==> src/rtl/bus_pkg.sv <==
// Shared definitions for the serial bus arbiter: state encoding, slave
// address codes and the fixed master count.
package bus_pkg;

    localparam int NUM_MASTERS = 2;

    // Binary state encoding, 5 bits wide to leave room for future states
    localparam logic [4:0] ST_IDLE    = 5'd0;
    localparam logic [4:0] ST_GRANT   = 5'd1;
    localparam logic [4:0] ST_ADDR0   = 5'd2;
    localparam logic [4:0] ST_ADDR1   = 5'd3;
    localparam logic [4:0] ST_CONNECT = 5'd4;
    localparam logic [4:0] ST_RELEASE = 5'd5;

    typedef enum logic [4:0] {
        IDLE    = ST_IDLE,
        GRANT   = ST_GRANT,
        ADDR0   = ST_ADDR0,
        ADDR1   = ST_ADDR1,
        CONNECT = ST_CONNECT,
        RELEASE = ST_RELEASE
    } state_t;

    // Two-bit slave address codes shifted in by the master, MSB first
    localparam logic [1:0] SLV_CODE_0    = 2'b00;
    localparam logic [1:0] SLV_CODE_1    = 2'b01;
    localparam logic [1:0] SLV_CODE_2    = 2'b10;
    localparam logic [1:0] SLV_CODE_RSVD = 2'b11;

    // Map a slave code to its one-hot select; the reserved code selects nothing
    function automatic logic [2:0] slv_onehot(input logic [1:0] code);
        logic [2:0] sel;
        case (code)
            SLV_CODE_0: sel = 3'b001;
            SLV_CODE_1: sel = 3'b010;
            SLV_CODE_2: sel = 3'b100;
            default:    sel = 3'b000;
        endcase
        return sel;
    endfunction

endpackage

==> src/rtl/rr_pick2.sv <==
// Two-master round-robin winner selection: turns the request vector and the
// index of the last granted master into a one-hot grant.
module rr_pick2
    import bus_pkg::*;
(
    input  logic [NUM_MASTERS-1:0] i_req,
    input  logic                   i_last,
    output logic [NUM_MASTERS-1:0] o_grant
);

    // A lone requester always wins; on contention the master that did not go last wins
    always_comb begin
        o_grant = '0;
        case (i_req)
            2'b01:   o_grant = 2'b01;
            2'b10:   o_grant = 2'b10;
            2'b11:   o_grant = i_last ? 2'b01 : 2'b10;
            default: o_grant = 2'b00;
        endcase
    end

endmodule

==> src/rtl/serial_bus_arbiter.sv <==
// Serial bus arbiter: grants one of two masters, shifts in a 2-bit slave
// address, connects the master to the decoded slave and releases the bus
// when the master drops its request.
// Optional feature: define ARB_TIMEOUT_EN to release a grant whose master
// never starts a frame within TIMEOUT_CYC cycles.
module serial_bus_arbiter
    import bus_pkg::*;
#(
    parameter logic [9:0] TIMEOUT_CYC = 10'd512,
    parameter int         NUM_SLAVES  = 3
) (
    input  logic                   clk,
    input  logic                   reset,
    input  logic [NUM_MASTERS-1:0] m_req,
    input  logic [NUM_MASTERS-1:0] m_valid_s,
    input  logic [NUM_MASTERS-1:0] m_addr_tx,
    output logic [NUM_MASTERS-1:0] m_grant,
    output logic [2:0]             slv_sel,
    output logic                   slv_valid,
    output logic                   cur_master,
    output logic                   busy,
    output logic                   err
);

    state_t                 r_state, w_state_nxt;
    logic [NUM_MASTERS-1:0] r_grant, w_grant_nxt;
    logic [2:0]             r_slv_sel, w_slv_sel_nxt;
    logic                   r_cur, w_cur_nxt;
    logic                   r_last, w_last_nxt;
    logic                   r_bit1, w_bit1_nxt;
    logic                   r_err, w_err_nxt;

    logic [NUM_MASTERS-1:0] w_pick;
    logic                   w_req_cur;
    logic                   w_valid_cur;
    logic                   w_addr_cur;
    logic [1:0]             w_code;
    logic                   w_code_ok;

    rr_pick2 u_pick (
        .i_req   (m_req),
        .i_last  (r_last),
        .o_grant (w_pick)
    );

    // Signals of the currently granted master and the address being decoded
    assign w_req_cur   = m_req[r_cur];
    assign w_valid_cur = m_valid_s[r_cur];
    assign w_addr_cur  = m_addr_tx[r_cur];
    assign w_code      = {r_bit1, w_addr_cur};
    assign w_code_ok   = (w_code != SLV_CODE_RSVD) && (int'(w_code) < NUM_SLAVES);

`ifdef ARB_TIMEOUT_EN
    logic [9:0] r_tmo_cnt;
    logic       w_timeout;

    assign w_timeout = (r_tmo_cnt == TIMEOUT_CYC - 10'd1);

    // Count cycles spent in GRANT; held at zero elsewhere so it restarts on entry
    always_ff @(posedge clk) begin
        if (reset || (r_state != GRANT)) begin
            r_tmo_cnt <= '0;
        end else begin
            r_tmo_cnt <= r_tmo_cnt + 10'd1;
        end
    end
`endif

    // State and registered outputs
    always_ff @(posedge clk) begin
        if (reset) begin
            r_state   <= IDLE;
            r_grant   <= '0;
            r_slv_sel <= '0;
            r_cur     <= 1'b0;
            r_last    <= 1'b1;
            r_bit1    <= 1'b0;
            r_err     <= 1'b0;
        end else begin
            r_state   <= w_state_nxt;
            r_grant   <= w_grant_nxt;
            r_slv_sel <= w_slv_sel_nxt;
            r_cur     <= w_cur_nxt;
            r_last    <= w_last_nxt;
            r_bit1    <= w_bit1_nxt;
            r_err     <= w_err_nxt;
        end
    end

    // Next-state and next-output decode
    always_comb begin
        w_state_nxt   = r_state;
        w_grant_nxt   = r_grant;
        w_slv_sel_nxt = r_slv_sel;
        w_cur_nxt     = r_cur;
        w_last_nxt    = r_last;
        w_bit1_nxt    = r_bit1;
        w_err_nxt     = 1'b0;

        case (r_state)
            IDLE: begin
                if (|m_req) begin
                    w_state_nxt = GRANT;
                    w_grant_nxt = w_pick;
                    w_cur_nxt   = w_pick[1];
                end
            end
            GRANT: begin
                if (!w_req_cur) begin
                    w_state_nxt = RELEASE;
                end else if (w_valid_cur) begin
                    w_bit1_nxt  = w_addr_cur;
                    w_state_nxt = ADDR1;
                end
`ifdef ARB_TIMEOUT_EN
                else if (w_timeout) begin
                    w_err_nxt   = 1'b1;
                    w_state_nxt = RELEASE;
                end
`endif
            end
            ADDR1: begin
                if (!w_req_cur) begin
                    w_state_nxt = RELEASE;
                end else if (!w_valid_cur) begin
                    // Master abandoned the frame mid-address
                    w_err_nxt   = 1'b1;
                    w_state_nxt = RELEASE;
                end else if (w_code_ok) begin
                    w_slv_sel_nxt = slv_onehot(w_code);
                    w_state_nxt   = CONNECT;
                end else begin
                    w_err_nxt   = 1'b1;
                    w_state_nxt = RELEASE;
                end
            end
            CONNECT: begin
                if (!w_req_cur) begin
                    w_state_nxt = RELEASE;
                end
            end
            RELEASE: begin
                w_last_nxt  = r_cur;
                w_state_nxt = IDLE;
            end
            default: begin
                // ADDR0 is reserved and unreachable; bail out cleanly if ever hit
                w_state_nxt = RELEASE;
            end
        endcase

        // The bus is fully disconnected for the whole RELEASE cycle
        if (w_state_nxt == RELEASE) begin
            w_grant_nxt   = '0;
            w_slv_sel_nxt = '0;
        end
    end

    assign m_grant    = r_grant;
    assign slv_sel    = r_slv_sel;
    assign cur_master = r_cur;
    assign busy       = (r_state != IDLE);
    assign err        = r_err;
    assign slv_valid  = (r_state == CONNECT) && w_valid_cur;

endmodule
==> config.mk <==
export PLATFORM = sky130hd
export DESIGN_NAME = serial_bus_arbiter
export DESIGN_NICKNAME = d
export VERILOG_FILES = /design/src/rtl/bus_pkg.sv /design/src/rtl/rr_pick2.sv /design/src/rtl/serial_bus_arbiter.sv
export SDC_FILE = /design/constraint.sdc
export NUM_CORES = 1
export LEC_CHECK = 0
export ABC_CLOCK_PERIOD_IN_PS = 5300
export BUFFER_PORTS_ARGS = -buffer_cell sky130_fd_sc_hd__buf_4
export CAP_MARGIN = 20
export CORE_MARGIN = 10
export CORE_UTILIZATION = 53
export DETAILED_ROUTE_END_ITERATION = 7
export PLACE_DENSITY = 0.76
export SLEW_MARGIN = 40
export SYNTH_ARGS = -nofsm -noshare
export SYNTH_HDL_FRONTEND = slang
export SYNTH_SLANG_ARGS = --single-unit
==> constraint.sdc <==
create_clock -name clk -period 5.3 [get_ports clk]
set_input_delay 0.795 -clock clk [delete_from_list [all_inputs] [get_ports clk]]
set_output_delay 0.795 -clock clk [all_outputs]
set_load 0.02 [all_outputs]
## After elaboration in Yosys (flattened, before gate mapping)

Cells that the tools add are included.

- Bitwise logic cells: 2
- Multiplexer cells: 19
- Eq/ne operators: 11
- Reductions and logical operators: 11
- Magnitude comparators: 2

Operators with widths:

| cell | count |
|---|---|
| $pmux 5 s5 | 1 |
| $mux 5 | 4 |
| $eq 5x3->1 const B | 3 |
| $mux 1 | 11 |
| $pmux 3 s3 | 1 |
| $eq 2x2->1 const B | 3 |
| $pmux 2 s3 | 1 |
| $eq 5x1->1 const B | 1 |
| $eq 5x2->1 const B | 1 |
| $logic_not 5->1 | 1 |
| $reduce_bool 5->1 | 1 |
| $eq 2x1->1 const B | 2 |
| $reduce_and 4->1 | 1 |
| $reduce_or 2->1 | 2 |
| $reduce_and 3->1 | 1 |
| $reduce_or 3->1 | 1 |
| $logic_and 1x1->1 | 2 |
| $logic_not 2->1 | 1 |
| $lt 1x2->1 const B | 1 |
| $lt 2x2->1 const B | 1 |
| $mux 2 | 1 |
| $ne 2x2->1 const B | 1 |
| $not 1->1 | 2 |
| $reduce_and 2->1 | 1 |

- Flip-flop bits (word level): 14
- Output and inout port bits: 9
- Logic and storage cells: 52
- Input port bits: 8

## Depth between registers and ports, before layout

Gate-level depths: netlist (run 1).

- Depth after elaboration: 10
- Gate-level depth with buffers: 5
- Gate-level depth less buffers: 5

## Modules after synthesis

Synthesis (run 1) repeated with hierarchy kept, for this count alone.

- Cell total of the unflattened synthesis: 73
- Area, all modules: 690.7 um2

By module, submodules not included:

| module | seq. area each (um2) | area an instance (um2) | cells each | times used |
|---|---|---|---|---|
| serial_bus_arbiter | 280.3 | 671.9 | 70 | 1 |
| rr_pick2 | 0.0 | 18.8 | 3 | 1 |

## Least setup slack after synthesis (run 1)

No wires, ideal clock.

- Path kind: input-to-output
- Start: input m_valid_s[1]
- End: output slv_valid
- Data arrival time: 1.615 ns
- Path slack: 2.890 ns
- Required time: 4.505 ns
- Stages: 2
- Path buffers: 0
- Cell sequence: mux2i_1 > nor4_1

- Word-level cells in the longest chain between the ends: 3

Ends and longest elaborated chain:

| element | RTL line | RTL |
|---|---|---|
| start, declared | serial_bus_arbiter.sv:15 | `input logic [NUM_MASTERS-1:0] m_valid_s,` |
| $mux 1 (implied by the code) (2 in series) | serial_bus_arbiter.sv:48 | `assign w_valid_cur = m_valid_s[r_cur];` |
| $logic_and 1x1->1 | serial_bus_arbiter.sv:164 | `assign slv_valid = (r_state == CONNECT) && w_valid_cur;` |
| end, declared | serial_bus_arbiter.sv:19 | `output logic slv_valid,` |

No other way between the ends. The select of a mux whose other input is x is not followed.

## Worst setup path in the final report (run 1)

Same ends and word-level chain as after synthesis.

==> impl_metrics.yaml, run 1 <==
logic_synthesis:
  synthDistinctLibCells: 31
  synth-edff-count: 0
  syn_inst: 72
  yosysWarningCount: 0
  synth_area_um2: 686.9
  yosysSeqAreaShare_pct: 40.80
  synth_seq_cells: 14
  async_reset_ff_share_pct: 0
  avgSynthCellArea_um2: 9.540
  synthFlopType: "dfxtp_1"
placement:
  dp.cells: 102
  place_ws_ns: 2.954
  gp_congestion: 0.9091
  dp_hpwl_um: 1207
  portBuffers: 16
  placed_area_um2: 824.5
timing:
  worst_slack_ns: 2.981
  period_needed_ns: 2.319
  slew-limit-headroom_pct: 60.78
  fin_crit_sh_pct: 43.76
  rsz0062_at_grt: "no"
  fmax_mhz: 431.2
  setup_violations: 0
  worst_pin_slew_ns: 0.5848
  fin_skew_ns: 0.0006370
  holdWs_ns: 0.5029
  slew_viol_final: 0
  hold_viol: 0
  fin_tns_setup_ns: 0
floorplan:
  coreArea_mm2: 0.001171
  ios: 17
  fp.dieH_um: 56
  initial_utilization_pct: 58.65
  fp-row-count: 12
  die_w_um: 56
  die_area_mm2: 0.003136
job:
  drv_cap: 0
critical_path:
  criticalPathCategory: "in -> out"
  crit_path_max_fanout: 5
  crit_path_start_kind: "input pin"
  cp.required_ns: 4.51
  arrival_ns: 1.52
  critPathCaptureType: "output pin"
  worst_r2r_path_depth: 5
min_path:
  whs_path_depth: 2
  hold_path.class: "reg -> reg"
clock_network:
  holdBufCountCts: 0
  insertion_delay_ns: 0.28
  path_clk_slew_ns: 0.08
  post_cts_buffers: 0
  cts_tree: "yes"
  cts_root_buffer: "clkbuf_4"
  cts_resized: 0
  clock_path_buffers: 2
  htree_num_levels: 1
  cts.sinks: 14
  cts-buffers-inserted: 3
layout:
  fin_util_pct: 73.50
  finalNonFillerCells: 106
  syn2layout_area_growth_pct: 25.32
  diodes: 0
  nNetsFinal: 101
  layout-drive-gt1-share_pct: 31.52
  final_cell_mix: "buf_4 (16), dfxtp_1 (14), nor2_1 (12), nor3_1 (4)"
  layout_commonest_cell: "buf_4"
  post-route-cell-area_um2: 860.8
grt:
  first_global_vias: 584
  antenna_found_initial: 0
  grt_use_total_pct: 9.769
  grt-ovfl-total: 0
  grt_pass1_wl_um: 2615
  grt_max_degree: 13
status:
  status: "completed"
pwr:
  power_uw: 213.5
  powerDensity_mw_per_mm2: 248.0
  p_leak_nw: 0.3172
  ir_worst_vdd_v: 0.0001950
detailed_routing:
  drc: 0
  wire_per_inst_um: 14.24
  detail_route.iter0.violations: 14
  vias: 584
  first_pass_iters: 2
  wl_um: 1509
  postRouteAntennaNets: 0
  viasPerCell: 5.509
[state kept, by name, summed over array words and instances, names as in the netlist]
register,count
cur_master,1
slv_sel,3
err,1
r_state,5
r_last,1
r_bit1,1
m_grant,2
[worst max-delay path, stage by stage]
cell	delay [ns]
buf_4	0.11
mux2i_1	0.35
nor4_1	0.10
buf_4	0.17
[routing by layer]
layer / vias to the layer above / GRT usage (%) / part of all wire, %
met5: - / 0 / 0
met4: 0 / 3.413 / 1.6
met3: 4 / 4.100 / 7.6
met2: 15 / 14.80 / 43
met1: 260 / 11.93 / 48
li1: 305 / - / -
[cell usage after synthesis (all sizes together), types with 2 or more instances]
| cell | instances | area share, % |
|---|---|---|
| a21oi | 3 | 2.2 |
| a31oi | 2 | 4.0 |
| dfxtp | 14 | 41 |
| inv | 2 | 1.1 |
| mux2i | 3 | 4.4 |
| nand2 | 3 | 1.6 |
| nand3 | 2 | 1.5 |
| nor2 | 12 | 6.6 |
| nor2b | 2 | 1.8 |
| nor3 | 4 | 2.9 |
| nor4 | 5 | 6.4 |
| o21ai | 3 | 3.8 |
| o21bai | 2 | 2.2 |
[cells by family (layout without fill, tap and decap cells)]
family | after synthesis | after routing | share of synthesized area (%)
and+or+nand+nor | 34 | 34 | 28.05
AOI/OAI and AO/OA | 16 | 16 | 22.95
DFF | 14 | 14 | 40.80
muxes | 4 | 4 | 6.011
buffers and inverters | 3 | 22 | 1.639
other | 1 | 2 | 0.5459
[final cells by class]
cell class              count  area [µm²]
well taps                  14       17.52
fillers                    97       310.3
clock buffers               4       36.28
flip-flops and latches     14       280.3
repair buffers             16       120.1
inverters                   2       7.507
multi-input cells          56       399.1
[report_power, final]
part           internal [mW]  switching (mW)  leakage [nW]  total [mW]
Clock                 0.0418          0.0356        0.0210      0.0774
Sequential             0.108         0.00317         0.114       0.111
Combinational         0.0111          0.0141         0.182      0.0253
Total                  0.161          0.0529         0.317       0.213
[final timing paths]
path	from	end	slack [ns]
max	m_valid_s[1]	slv_valid	2.98
max reg2reg	r_state[0]	m_grant[0]	3.21
min	r_state[1]	err	0.50
min reg2reg	r_state[1]	err	0.50
Power figures use the tool's default switching activity.
==> inputs of run 2 (changes only) <==
--- a/config.mk
+++ b/config.mk
@@ -5,13 +5,13 @@
 export SDC_FILE = /design/constraint.sdc
 export NUM_CORES = 1
 export LEC_CHECK = 0
-export ABC_CLOCK_PERIOD_IN_PS = 5300
+export ABC_CLOCK_PERIOD_IN_PS = 2000
 export BUFFER_PORTS_ARGS = -buffer_cell sky130_fd_sc_hd__buf_4
 export CAP_MARGIN = 20
 export CORE_MARGIN = 10
-export CORE_UTILIZATION = 53
+export CORE_UTILIZATION = 45
 export DETAILED_ROUTE_END_ITERATION = 7
-export PLACE_DENSITY = 0.76
+export PLACE_DENSITY = 0.69
 export SLEW_MARGIN = 40
 export SYNTH_ARGS = -nofsm -noshare
 export SYNTH_HDL_FRONTEND = slang
==> constraint.sdc (replaced) <==
create_clock -name clk -period 2 [get_ports clk]
set_input_delay 0.3 -clock clk [delete_from_list [all_inputs] [get_ports clk]]
set_output_delay 0.3 -clock clk [all_outputs]
set_load 0.02 [all_outputs]
==> run 2 against run 1 <==
Critical path depth grew 1. Largest cell class unchanged. First-iteration DRC count grew 21%. Via count grew 11%. Sequential power grew to 2.6 times the previous value. Clock skew grew 0.00067 ns. Design area grew 6.4%.
==> impl_metrics.yaml, run 2 (synthesis results as in run 1) <==
status:
  status: "completed"
clock_network:
  holdBufCountCts: 0
  clock_path_buffers: 2
  htree_num_levels: 1
  cts_resized: 0
  cts.sinks: 14
  path_clk_slew_ns: 0.08
  post_cts_buffers: 0
  cts_tree: "yes"
  cts-buffers-inserted: 3
  cts_root_buffer: "clkbuf_4"
  insertion_delay_ns: 0.28
timing:
  slew-limit-headroom_pct: 64.55
  fin_crit_sh_pct: 94.69
  period_needed_ns: 1.894
  fmax_mhz: 528.0
  hold_viol: 0
  slew_viol_final: 0
  fin_tns_setup_ns: 0
  rsz0062_at_grt: "no"
  fin_skew_ns: 0.001309
  worst_pin_slew_ns: 0.5285
  setup_violations: 0
pwr:
  swShare_pct: 24.64
  seq_power_share_pct: 50.3
  ir_worst_vdd_v: 0.0006123
  powerDensity_mw_per_mm2: 630.4
  p_int_uw: 435.1
  p_leak_nw: 0.3474
  power_uw: 577.4
  pwr-share-clk_pct: 35.1
  comb_power_share_pct: 14.5
  p_switching_uw: 142.3
min_path:
  min_to: "m_grant[0]"
  hold_path.class: "in -> reg"
  whs_path_depth: 2
  hold_path_startpoint: "reset"
detailed_routing:
  detail_route.iter0.violations: 17
  drc: 0
  first_pass_iters: 4
  vias: 649
  postRouteAntennaNets: 0
  wire_per_inst_um: 14.89
  wl_um: 1697
  viasPerCell: 5.693
job:
  drv_cap: 0
critical_path:
  critPathCaptureType: "flip-flop"
  criticalPathCategory: "reg -> reg"
  worst_r2r_path_depth: 5
  r2r-end: "m_grant[0]"
  arrival_ns: 2.09
  cp.required_ns: 2.19
  crit_path_max_fanout: 5
  worstSetupStartpoint: "r_state[4]"
  crit_path_start_kind: "flip-flop"
  regToRegStartpoint: "r_state[4]"
  reg2reg_slack_ns: 0.11
floorplan:
  die_area_mm2: 0.003489
  coreArea_mm2: 0.001471
  initial_utilization_pct: 46.68
  fp.dieH_um: 59.07
  ios: 17
  die_w_um: 59.07
  fp-row-count: 14
layout:
  nNetsFinal: 107
  layout.area.seq_um2: 281.5
  final_cell_mix: "buf_4 (22), dfxtp_1 (13), nor2_1 (12), nor3_1 (4)"
  regMostFlops: "r_state"
  multi_input_comb_area_um2: 405.4
  diodes: 0
  fin_util_pct: 62.24
  syn2layout_area_growth_pct: 33.33
  layout-drive-gt1-share_pct: 37.76
  largest_register_ffs: 5
  layout_commonest_cell: "buf_4"
  final.fill_count: 131
grt:
  grt_max_degree: 13
  grt_pass1_wl_um: 2766
  grt_use_total_pct: 10.08
  antenna_found_initial: 0
  first_global_vias: 631
  grt-ovfl-total: 0
placement:
  dp_hpwl_um: 1322
  gp_congestion: 0.8436
  portBuffers: 16
-- run 2: cell types whose count changed in the layout (fill, tap and decap cells not counted), sizes merged --
cell / change
buf: +6
-- run 2: stage by stage --
step                std cells  area [µm²]  setup slack (ns)  hold slack (ns)
finish                    114       915.9            0.1062           0.2932
global route              114       915.9           0.01767           0.2965
CTS                       114       908.4          0.008676           0.2884
detailed placement        110       872.1           0.01759           0.4953
global placement          110       872.1           0.07050           0.4957
floorplan                  73       690.7           0.03460           0.3643
-- run 2: worst max-delay path by stage --
stage	end	slack, ns	cells after the start
global placement	slv_sel[1]	0.07	5
finish	m_grant[0]	0.11	5
floorplan	m_grant[0]	0.03	5
detailed placement	m_grant[0]	0.02	5
CTS	m_grant[0]	0.009	5
global route	slv_sel[1]	0.02	5
-- run 2: cell type report --
class,instances,area share (%)
repair buffers,22,18.03
flip-flops and latches,14,30.74
clock buffers,4,3.962
inverters,2,0.8197
multi-input cells,56,44.26
well taps,16,2.186
-- run 2: layer usage --
| layer | track usage [%] | routed length (µm) | up-vias |
|---|---|---|---|
| li1 | - | - | 316 |
| met1 | 11.08 | 718 | 309 |
| met2 | 16.37 | 804 | 19 |
| met3 | 3.433 | 135 | 5 |
| met4 | 5.902 | 38 | 0 |
| met5 | 0 | 0 | - |
-- run 2: power groups by stage --
stage          logic (mW)  registers [mW]  clock network (mW)
6_report           0.0839           0.291               0.203
3_3_place_gp       0.0813           0.296                   0
4_1_cts            0.0832           0.290               0.207
3_5_place_dp       0.0827           0.297                   0
5_1_grt            0.0910           0.292               0.216
2_1_floorplan      0.0436           0.299                   0
-- run 2: worst max-delay path: stages, from the launching register on --
cell,delay [ns]
dfxtp_1,0.32
nor4b_2,0.31
or4b_4,0.55
o21ai_4,0.18
a31oi_4,0.15
a2111oi_4,0.29
==> inputs of run 3 (changes only) <==
--- a/config.mk
+++ b/config.mk
@@ -11,7 +11,7 @@
 export CORE_MARGIN = 10
 export CORE_UTILIZATION = 45
 export DETAILED_ROUTE_END_ITERATION = 7
-export PLACE_DENSITY = 0.69
+export PLACE_DENSITY_LB_ADDON = 0.08
 export SLEW_MARGIN = 40
 export SYNTH_ARGS = -nofsm -noshare
 export SYNTH_HDL_FRONTEND = slang
==> run 3 against run 2 <==
Routed wire length grew 1.2%. Via count decreased by 1.4%. Register-to-register slack about the same. Clock power up 4%. First-iteration DRC count decreased by 41%. Hold slack lost 0.0050 ns. Design area grew 1.9%. Critical path type unchanged.
==> impl_metrics.yaml, run 3 (synthesis results as in run 1) <==
status:
  status: "completed"
critical_path:
  arrival_ns: 2.10
  crit_path_max_fanout: 5
  criticalPathCategory: "reg -> reg"
  crit_path_start_kind: "flip-flop"
  cp.required_ns: 2.20
  critPathCaptureType: "flip-flop"
detailed_routing:
  wl_um: 1718
  postRouteAntennaNets: 0
  drc: 0
  first_pass_iters: 4
  vias: 640
  detail_route.iter0.violations: 10
  viasPerCell: 5.565
  wire_per_inst_um: 14.94
floorplan:
  die_area_mm2: 0.003489
  die_w_um: 59.07
  coreArea_mm2: 0.001471
  ios: 17
  fp-row-count: 14
  fp.dieH_um: 59.07
  initial_utilization_pct: 46.68
grt:
  first_global_vias: 639
  grt_pass1_wl_um: 2918
  grt-ovfl-total: 0
  antenna_found_initial: 0
  grt_max_degree: 13
  grt_use_total_pct: 10.73
pwr:
  p_leak_nw: 0.3561
  ir_worst_vdd_v: 0.0004536
  powerDensity_mw_per_mm2: 631.2
timing:
  hold_viol: 0
  fmax_mhz: 525.7
  slew-limit-headroom_pct: 63.16
  fin_tns_setup_ns: 0
  slew_viol_final: 0
  rsz0062_at_grt: "no"
  setup_violations: 0
  period_needed_ns: 1.902
  worst_pin_slew_ns: 0.5493
  fin_crit_sh_pct: 95.12
  holdWs_ns: 0.2882
  fin_skew_ns: 0.004200
clock_network:
  cts_tree: "yes"
  htree_num_levels: 1
  clock_path_buffers: 2
  cts.sinks: 14
  cts_root_buffer: "clkbuf_4"
  path_clk_slew_ns: 0.09
  insertion_delay_ns: 0.29
  cts-buffers-inserted: 3
layout:
  largest_register_ffs: 5
  final.fill_count: 141
  finalNonFillerCells: 115
  nNetsFinal: 108
  post-route-cell-area_um2: 933.4
  syn2layout_area_growth_pct: 35.88
  layout_commonest_cell: "buf_4"
  layout-drive-gt1-share_pct: 39.39
  regMostFlops: "r_state"
  final_cell_mix: "buf_4 (23), nor2_1 (12), dfxtp_1 (12), nor3_1 (4)"
  diodes: 0
min_path:
  hold_path.class: "in -> reg"
job:
  drv_cap: 0
placement:
  portBuffers: 16
  gp_congestion: 0.7873
  dp.cells: 110
  placed_area_um2: 872.1
  dp_hpwl_um: 1281
-- run 3: worst paths after layout --
check	end	slack [ns]	from	cells after the start
hold reg to reg	slv_sel[2]	0.52	slv_sel[2]	2
setup / recovery	m_grant[0]	0.1	r_state[4]	5
setup reg to reg	m_grant[0]	0.1	r_state[4]	5
hold / removal	cur_master	0.29	reset	2
-- run 3: what timing repair did --
action / CTS / global route
buffers inserted: 0 / 1
resized for setup: 1 / 3
hold buffers: 0 / 0
pin swaps: 0 / 0
setup endpoints to repair: 1 / 2
-- run 3: final cells by class --
class / instances / area [µm²] / area share [%]
multi-input cells: 56 / 414.1 / 44.37
flip-flops and latches: 14 / 282.8 / 30.29
repair buffers: 23 / 172.7 / 18.50
clock buffers: 4 / 36.28 / 3.887
well taps: 16 / 20.02 / 2.145
inverters: 2 / 7.507 / 0.8043
-- run 3: report_power, final --
part / internal, mW / leakage [nW] / switching (mW)
combinational: 0.0399 / 0.220 / 0.0446
sequential: 0.286 / 0.115 / 0.00701
clock: 0.111 / 0.0210 / 0.101
-- run 3: critical path, cell delays in order, from the launching register on --
cell and delay (ns):
dfxtp_2 0.36, nor4b_4 0.29, or4b_4 0.54, o21ai_4 0.18
a31oi_4 0.15, a2111oi_4 0.29
-- run 3: layer usage --
metal  wire [µm]  global-route usage [%]  vias to the layer above
li1            -                       -                      317
met3         167                   3.863                        5
met4          38                   6.885                        0
met2         811                   16.22                       21
met5           0                       0                        -
met1         701                   12.42                      297
-- run 3: per-stage QoR --
stage | setup WS (ns) | total power, mW | util [%]
after floorplan | 0.03460 | 0.3423 | -
after global placement | 0.08224 | 0.3778 | 59.27
after detailed placement | 0.001470 | 0.3785 | 59.27
after CTS | 0.05788 | 0.5892 | 62.16
after global routing | 0.01676 | 0.6137 | 63.44
final | 0.09766 | 0.5891 | 63.44
